<file path="config.mk">
export PLATFORM = sky130hd
export DESIGN_NAME = alu_decode_stage
export DESIGN_NICKNAME = d
export VERILOG_FILES = /design/src/rtl/alu_decode_stage.sv
export SDC_FILE = /design/constraint.sdc
export NUM_CORES = 1
export LEC_CHECK = 0
export CORE_ASPECT_RATIO = 0.6
export CORE_MARGIN = 2
export CORE_UTILIZATION = 30
export DETAILED_ROUTE_END_ITERATION = 16
export GPL_TIMING_DRIVEN = 0
export PLACE_DENSITY = 0.68
export SYNTH_ARGS = -nofsm -noshare
export SYNTH_HDL_FRONTEND = slang
export SYNTH_SLANG_ARGS = --single-unit
</file>
<file path="constraint.sdc">
create_clock -name clk -period 5.9 [get_ports clk]
set_input_delay 0.59 -clock clk [delete_from_list [all_inputs] [get_ports clk]]
set_output_delay 0.59 -clock clk [all_outputs]
set_load 0.01 [all_outputs]
</file>
<file path="src/rtl/alu_decode_stage.sv">
// alu_decode_stage: registered, handshaked ALU-select decoder between IR3 and execute
// Ports:
//   clk, reset_n          clock (rising edge), synchronous active-low reset
//   ir_in/in_valid/in_ready       instruction input handshake
//   flush                 drop held decode and cancel the MUL hold
//   ir_out/alu_select/illegal/out_valid/out_ready  registered decode output handshake
//   illegal_cnt           saturating count of accepted illegal instructions
module alu_decode_stage #(
    parameter int XLEN    = 32,
    parameter int SEL_W   = 6,
    parameter int MUL_LAT = 3,
    parameter int CNT_W   = 8
) (
    input  logic             clk,
    input  logic             reset_n,
    input  logic [XLEN-1:0]  ir_in,
    input  logic             in_valid,
    output logic             in_ready,
    input  logic             flush,
    output logic [XLEN-1:0]  ir_out,
    output logic [SEL_W-1:0] alu_select,
    output logic             illegal,
    output logic             out_valid,
    input  logic             out_ready,
    output logic [CNT_W-1:0] illegal_cnt
);
    localparam int MW = (MUL_LAT > 1) ? $clog2(MUL_LAT) : 1;
    localparam logic [SEL_W-1:0] SEL_MUL = SEL_W'(6'b001010);
    logic [6:0] op, f7;
    logic [2:0] f3;
    logic [5:0] code;
    logic hit, accept, hs;
    logic [SEL_W-1:0] dec_sel;
    logic [XLEN-1:0] ir_out_d, ir_out_q;
    logic [SEL_W-1:0] alu_select_d, alu_select_q;
    logic illegal_d, illegal_q, out_valid_d, out_valid_q;
    logic [CNT_W-1:0] illegal_cnt_d, illegal_cnt_q;
    logic [MW-1:0] mul_cnt_d, mul_cnt_q;
    assign op = ir_in[6:0];
    assign f3 = ir_in[14:12];
    assign f7 = ir_in[31:25];
    always_comb begin
        code = 6'd0;
        hit  = 1'b1;
        case (op)
            7'b0110011:
                case ({f7, f3})
                    {7'b0100000, 3'b000}: code = 6'b000000;
                    {7'b0000000, 3'b000}: code = 6'b000001;
                    {7'b0000000, 3'b111}: code = 6'b000010;
                    {7'b0000000, 3'b110}: code = 6'b000011;
                    {7'b0000000, 3'b100}: code = 6'b000100;
                    {7'b0000000, 3'b010}: code = 6'b000101;
                    {7'b0000000, 3'b011}: code = 6'b000110;
                    {7'b0100000, 3'b101}: code = 6'b000111;
                    {7'b0000000, 3'b101}: code = 6'b001000;
                    {7'b0000000, 3'b001}: code = 6'b001001;
                    {7'b0000001, 3'b000}: code = 6'b001010;
                    default:              hit  = 1'b0;
                endcase
            7'b0010011:
                case (f3)
                    3'b000: code = 6'b001011;
                    3'b001: code = 6'b001100;
                    3'b111: code = 6'b001101;
                    3'b110: code = 6'b001110;
                    3'b100: code = 6'b001111;
                    3'b010: code = 6'b010000;
                    3'b011: code = 6'b010001;
                    default:
                        case (f7)
                            7'b0100000: code = 6'b010010;
                            7'b0000000: code = 6'b010011;
                            7'b0000001: code = 6'b010100;
                            default:    hit  = 1'b0;
                        endcase
                endcase
            7'b0110111: code = 6'b010101;
            7'b0010111: code = 6'b010110;
            7'b0000011: begin
                code = 6'b010111;
                hit  = f3 == 3'b010;
            end
            7'b0100011: begin
                code = 6'b011000;
                hit  = f3 == 3'b010;
            end
            7'b1101111:
                code = (ir_in[14:7] == 8'd0 && ir_in[31:20] == 12'd0) ? 6'b011001 :
                       (f3 == 3'b000) ? 6'b011010 : 6'b011011;
            7'b1100011:
                case (f3)
                    3'b000:  code = 6'b011100;
                    3'b001:  code = 6'b011101;
                    3'b100:  code = 6'b011110;
                    3'b101:  code = 6'b011111;
                    3'b110:  code = 6'b100000;
                    3'b111:  code = 6'b100001;
                    default: hit  = 1'b0;
                endcase
            default: hit = 1'b0;
        endcase
        dec_sel = hit ? SEL_W'(code) : '1;
    end
    assign in_ready = (!out_valid_q || out_ready) && mul_cnt_q == '0 && !flush;
    assign accept   = in_valid && in_ready;
    assign hs       = out_valid_q && out_ready;
    always_comb begin
        ir_out_d      = accept ? ir_in : ir_out_q;
        alu_select_d  = accept ? dec_sel : alu_select_q;
        illegal_d     = accept ? !hit : illegal_q;
        out_valid_d   = flush ? 1'b0 : accept ? 1'b1 : hs ? 1'b0 : out_valid_q;
        illegal_cnt_d = (accept && !hit && illegal_cnt_q != '1) ? illegal_cnt_q + CNT_W'(1) : illegal_cnt_q;
        // the MUL load takes precedence over the running decrement
        mul_cnt_d     = flush ? '0 :
                        (MUL_LAT > 1 && hs && alu_select_q == SEL_MUL) ? MW'(MUL_LAT - 1) :
                        (mul_cnt_q != '0) ? mul_cnt_q - MW'(1) : '0;
    end
    always_ff @(posedge clk) begin
        if (!reset_n) begin
            ir_out_q      <= '0;
            alu_select_q  <= '0;
            illegal_q     <= 1'b0;
            out_valid_q   <= 1'b0;
            illegal_cnt_q <= '0;
            mul_cnt_q     <= '0;
        end else begin
            ir_out_q      <= ir_out_d;
            alu_select_q  <= alu_select_d;
            illegal_q     <= illegal_d;
            out_valid_q   <= out_valid_d;
            illegal_cnt_q <= illegal_cnt_d;
            mul_cnt_q     <= mul_cnt_d;
        end
    end
    assign ir_out      = ir_out_q;
    assign alu_select  = alu_select_q;
    assign illegal     = illegal_q;
    assign out_valid   = out_valid_q;
    assign illegal_cnt = illegal_cnt_q;
endmodule

</file>
==> results.json <==
{
  "status": "completed",
  "dp.cells": 517,
  "finalCritPeriodShare_pct": 50.8,
  "slowest_delay_ps": 600,
  "numCtsBuffers": 5,
  "endpoint_kind": "register",
  "hold_ws_ps": 454,
  "fin_cells": 525,
  "post_cts_resized": 0,
  "nNetsFinal": 454,
  "synth_nets": 367,
  "grt_max_degree": 18,
  "die_area_mm2": 0.00914,
  "post-cts-setup-buffers": 0,
  "p_leak_nw": 1.21,
  "synth_seq_cells": 50,
  "die_h_um": 74.9,
  "htree_levels": 2,
  "cp_slowest_cell": "or4_1",
  "drive_above_1_share_pct": 4.32,
  "synth_area_leaders": "dfxtp_1 40%, nand2_1 11%, a21oi_1 9.6%",
  "dr.pass1.iters": 5,
  "cap_violations": 0,
  "drv_slew": 0,
  "wirelength_um": 8080,
  "synth_cell_types": 46,
  "cts_num_sinks": 50,
  "yosysWarnings": 0,
  "fmax_mhz": 334,
  "yosys.area.top_type": "dfxtp_1",
  "syn_to_final_growth_pct": 44.2,
  "maxSlewHeadroom_pct": 58.6,
  "antenna_found_initial": 0,
  "startpoint_type": "input pin",
  "dr_total_vias": 2750,
  "drc": 0,
  "core-area_mm2": 0.00801,
  "cts_tree": "yes",
  "worstPathCellList": "clkdlybuf4s50_1 > or4_1 > nor2_1 > a21oi_1 > o2111ai_4 > buf_8 > nand3b_4 > a31oi_1",
  "start_util_pct": 31.3,
  "insertion_delay_ps": 290,
  "clk_pin_slew_worst_paths_ps": 70,
  "cts_root_buf": "clkbuf_16",
  "ir_worst_vdd_mv": 0.120,
  "antenna_cells": 0,
  "worstMarginPinSlew_ps": 621,
  "rows": 25,
  "rsz0062_at_grt": "false",
  "ios": 86,
  "yosysTopAreaCellShare_pct": 39.9,
  "post-route-min-period_ps": 3000,
  "dpl.hpwl_um": 6320,
  "path_max_fanout": 10,
  "cp.arrival_ps": 3160,
  "drtIter0Drc": 221,
  "nFillCells": 809,
  "setup_tns_ps": 0,
  "skew_ps": 9.49,
  "ys_seq_area_share_pct": 39.9,
  "synth_flop_cell": "dfxtp_1",
  "syn_avg_cell_area_um2": 7.63,
  "hold_violations": 0,
  "cp_top_family": "simple AND/OR/NAND/NOR gates",
  "cp_num_buf_inv": 2,
  "setup_viol": 0,
  "min-delay-path-class": "reg -> reg",
  "worst_ep_required_time_ps": 6060,
  "syn_area_mm2": 0.00251,
  "portBuffers": 80,
  "postRouteAntennaNets": 0,
  "grt_use_total_pct": 17.0,
  "synthArstFlopShare_pct": 0,
  "netlist_instances": 329,
  "grt-ovfl-total": 0,
  "place_congestion": 0.894,
  "wl_per_cell_um": 15.4,
  "die_x_um": 122,
  "via_per_inst": 5.24,
  "critical_path_class": "in -> reg",
  "power_density_mw_per_mm2": 228,
  "grt_pass1_vias": 2381,
  "synth_edf_count": 0,
  "clock_path_buffers": 2,
  "ctsHoldBuffers": 0,
  "grt_pass1_wl_um": 12200
}
## worst paths after layout
path,cells after the start,start,to,slack (ps)
max reg2reg,7,illegal_cnt[3],illegal_cnt[5],3890
max,8,ir_in[31],alu_select[5],2900
min reg2reg,2,ir_out[27],ir_out[27],450
min,2,ir_out[27],ir_out[27],450
## through the flow
stage | worst slack [ps] | total power (W) | utilization [%] | instance area, µm²
5_1_grt | 2720 | 0.000865 | 45.2 | 3620
6_report | 2900 | 0.000826 | 45.2 | 3620
4_1_cts | 2940 | 0.000833 | 45.2 | 3620
2_1_floorplan | 3540 | 0.000430 | - | 2510
3_5_place_dp | 2650 | 0.000503 | 43.0 | 3450
3_3_place_gp | 2610 | 0.000502 | 43.0 | 3450
## cells in the mapped netlist, types with 2 or more instances
master    count
o31ai_1       8
nand2b_1      3
or3_1         2
nor4_1        3
nor2_1       17
nand2_1      73
inv_1         3
and2_1        2
nor4bb_1      2
nand4_1       8
o21ai_0      10
and3_1        3
nor2b_1       7
nor3_1       10
or4_1         8
buf_2         2
o21ai_1       2
nand3_1      13
clkbuf_1     20
dfxtp_1      50
a41oi_1       2
a31oi_1       8
a22oi_1       3
a21oi_1      48
## metal layers
| layer | wire (µm) | GRT usage (%) |
|---|---|---|
| met5 | 0 | 0 |
| met1 | 3940 | 25.4 |
| met3 | 740 | 4.09 |
| met4 | 57 | 4.60 |
| met2 | 3340 | 24.5 |
## layout by cell type (no fill, tap or decap), types with 2 or more instances in the layout
master	count
and2_1	2
nand3_1	13
dfxtp_1	50
or4_1	8
o31ai_1	8
nand4_1	8
a22oi_1	3
nor4bb_1	2
buf_2	2
clkbuf_16	5
o21ai_1	2
nand2_1	73
clkdlybuf4s50_1	80
inv_1	3
a21oi_1	48
clkbuf_1	20
nor2b_1	7
a31oi_1	8
nand2b_1	3
and3_1	3
o21ai_0	10
nor2_1	17
nor3_1	10
or3_1	2
a41oi_1	2
nor4_1	3
## power breakdown
group | internal (W) | switching, W | total [W] | leakage, nW
sequential | 0.000352 | 0.00000867 | 0.000361 | 0.408
combinational | 0.0000653 | 0.0000696 | 0.000135 | 0.720
clock | 0.000202 | 0.000128 | 0.000331 | 0.0844
total | 0.000619 | 0.000207 | 0.000826 | 1.21
## worst min-delay path: stages, from the launching register on
cell,delay [ps]
dfxtp_1,310
nand2_1,50
a21oi_1,50
## logic make-up after synthesis
logic type               after synthesis  share of synthesized area (%)
buffers and inverters                 27                           4.59
flip-flops                            50                           39.9
AND/OR/NAND/NOR                      158                           31.7
adder cells (fa/ha/maj)                1                          0.498
multiplexers                           1                          0.399
AO/OA/AOI/OAI                         91                           22.6
XOR/XNOR                               1                          0.349
## state kept, by name (all words and copies together) (netlist names)
signal       cells
mul_cnt_q        2
illegal          1
illegal_cnt      8
ir_out          32
out_valid        1
alu_select       6
## layout make-up
cell class | count | area [µm²] | share of cell area [%]
Multi-Input combinational cell | 252 | 1390 | 38.5
Sequential cell | 50 | 1000 | 27.7
Timing Repair Buffer | 80 | 801 | 22.1
Tap cell | 108 | 135 | 3.73
Clock buffer | 5 | 125 | 3.46
Buffer | 24 | 104 | 2.87
Clock inverter | 3 | 47.5 | 1.31
Inverter | 3 | 11.3 | 0.311
Power figures use the tool's default switching activity.
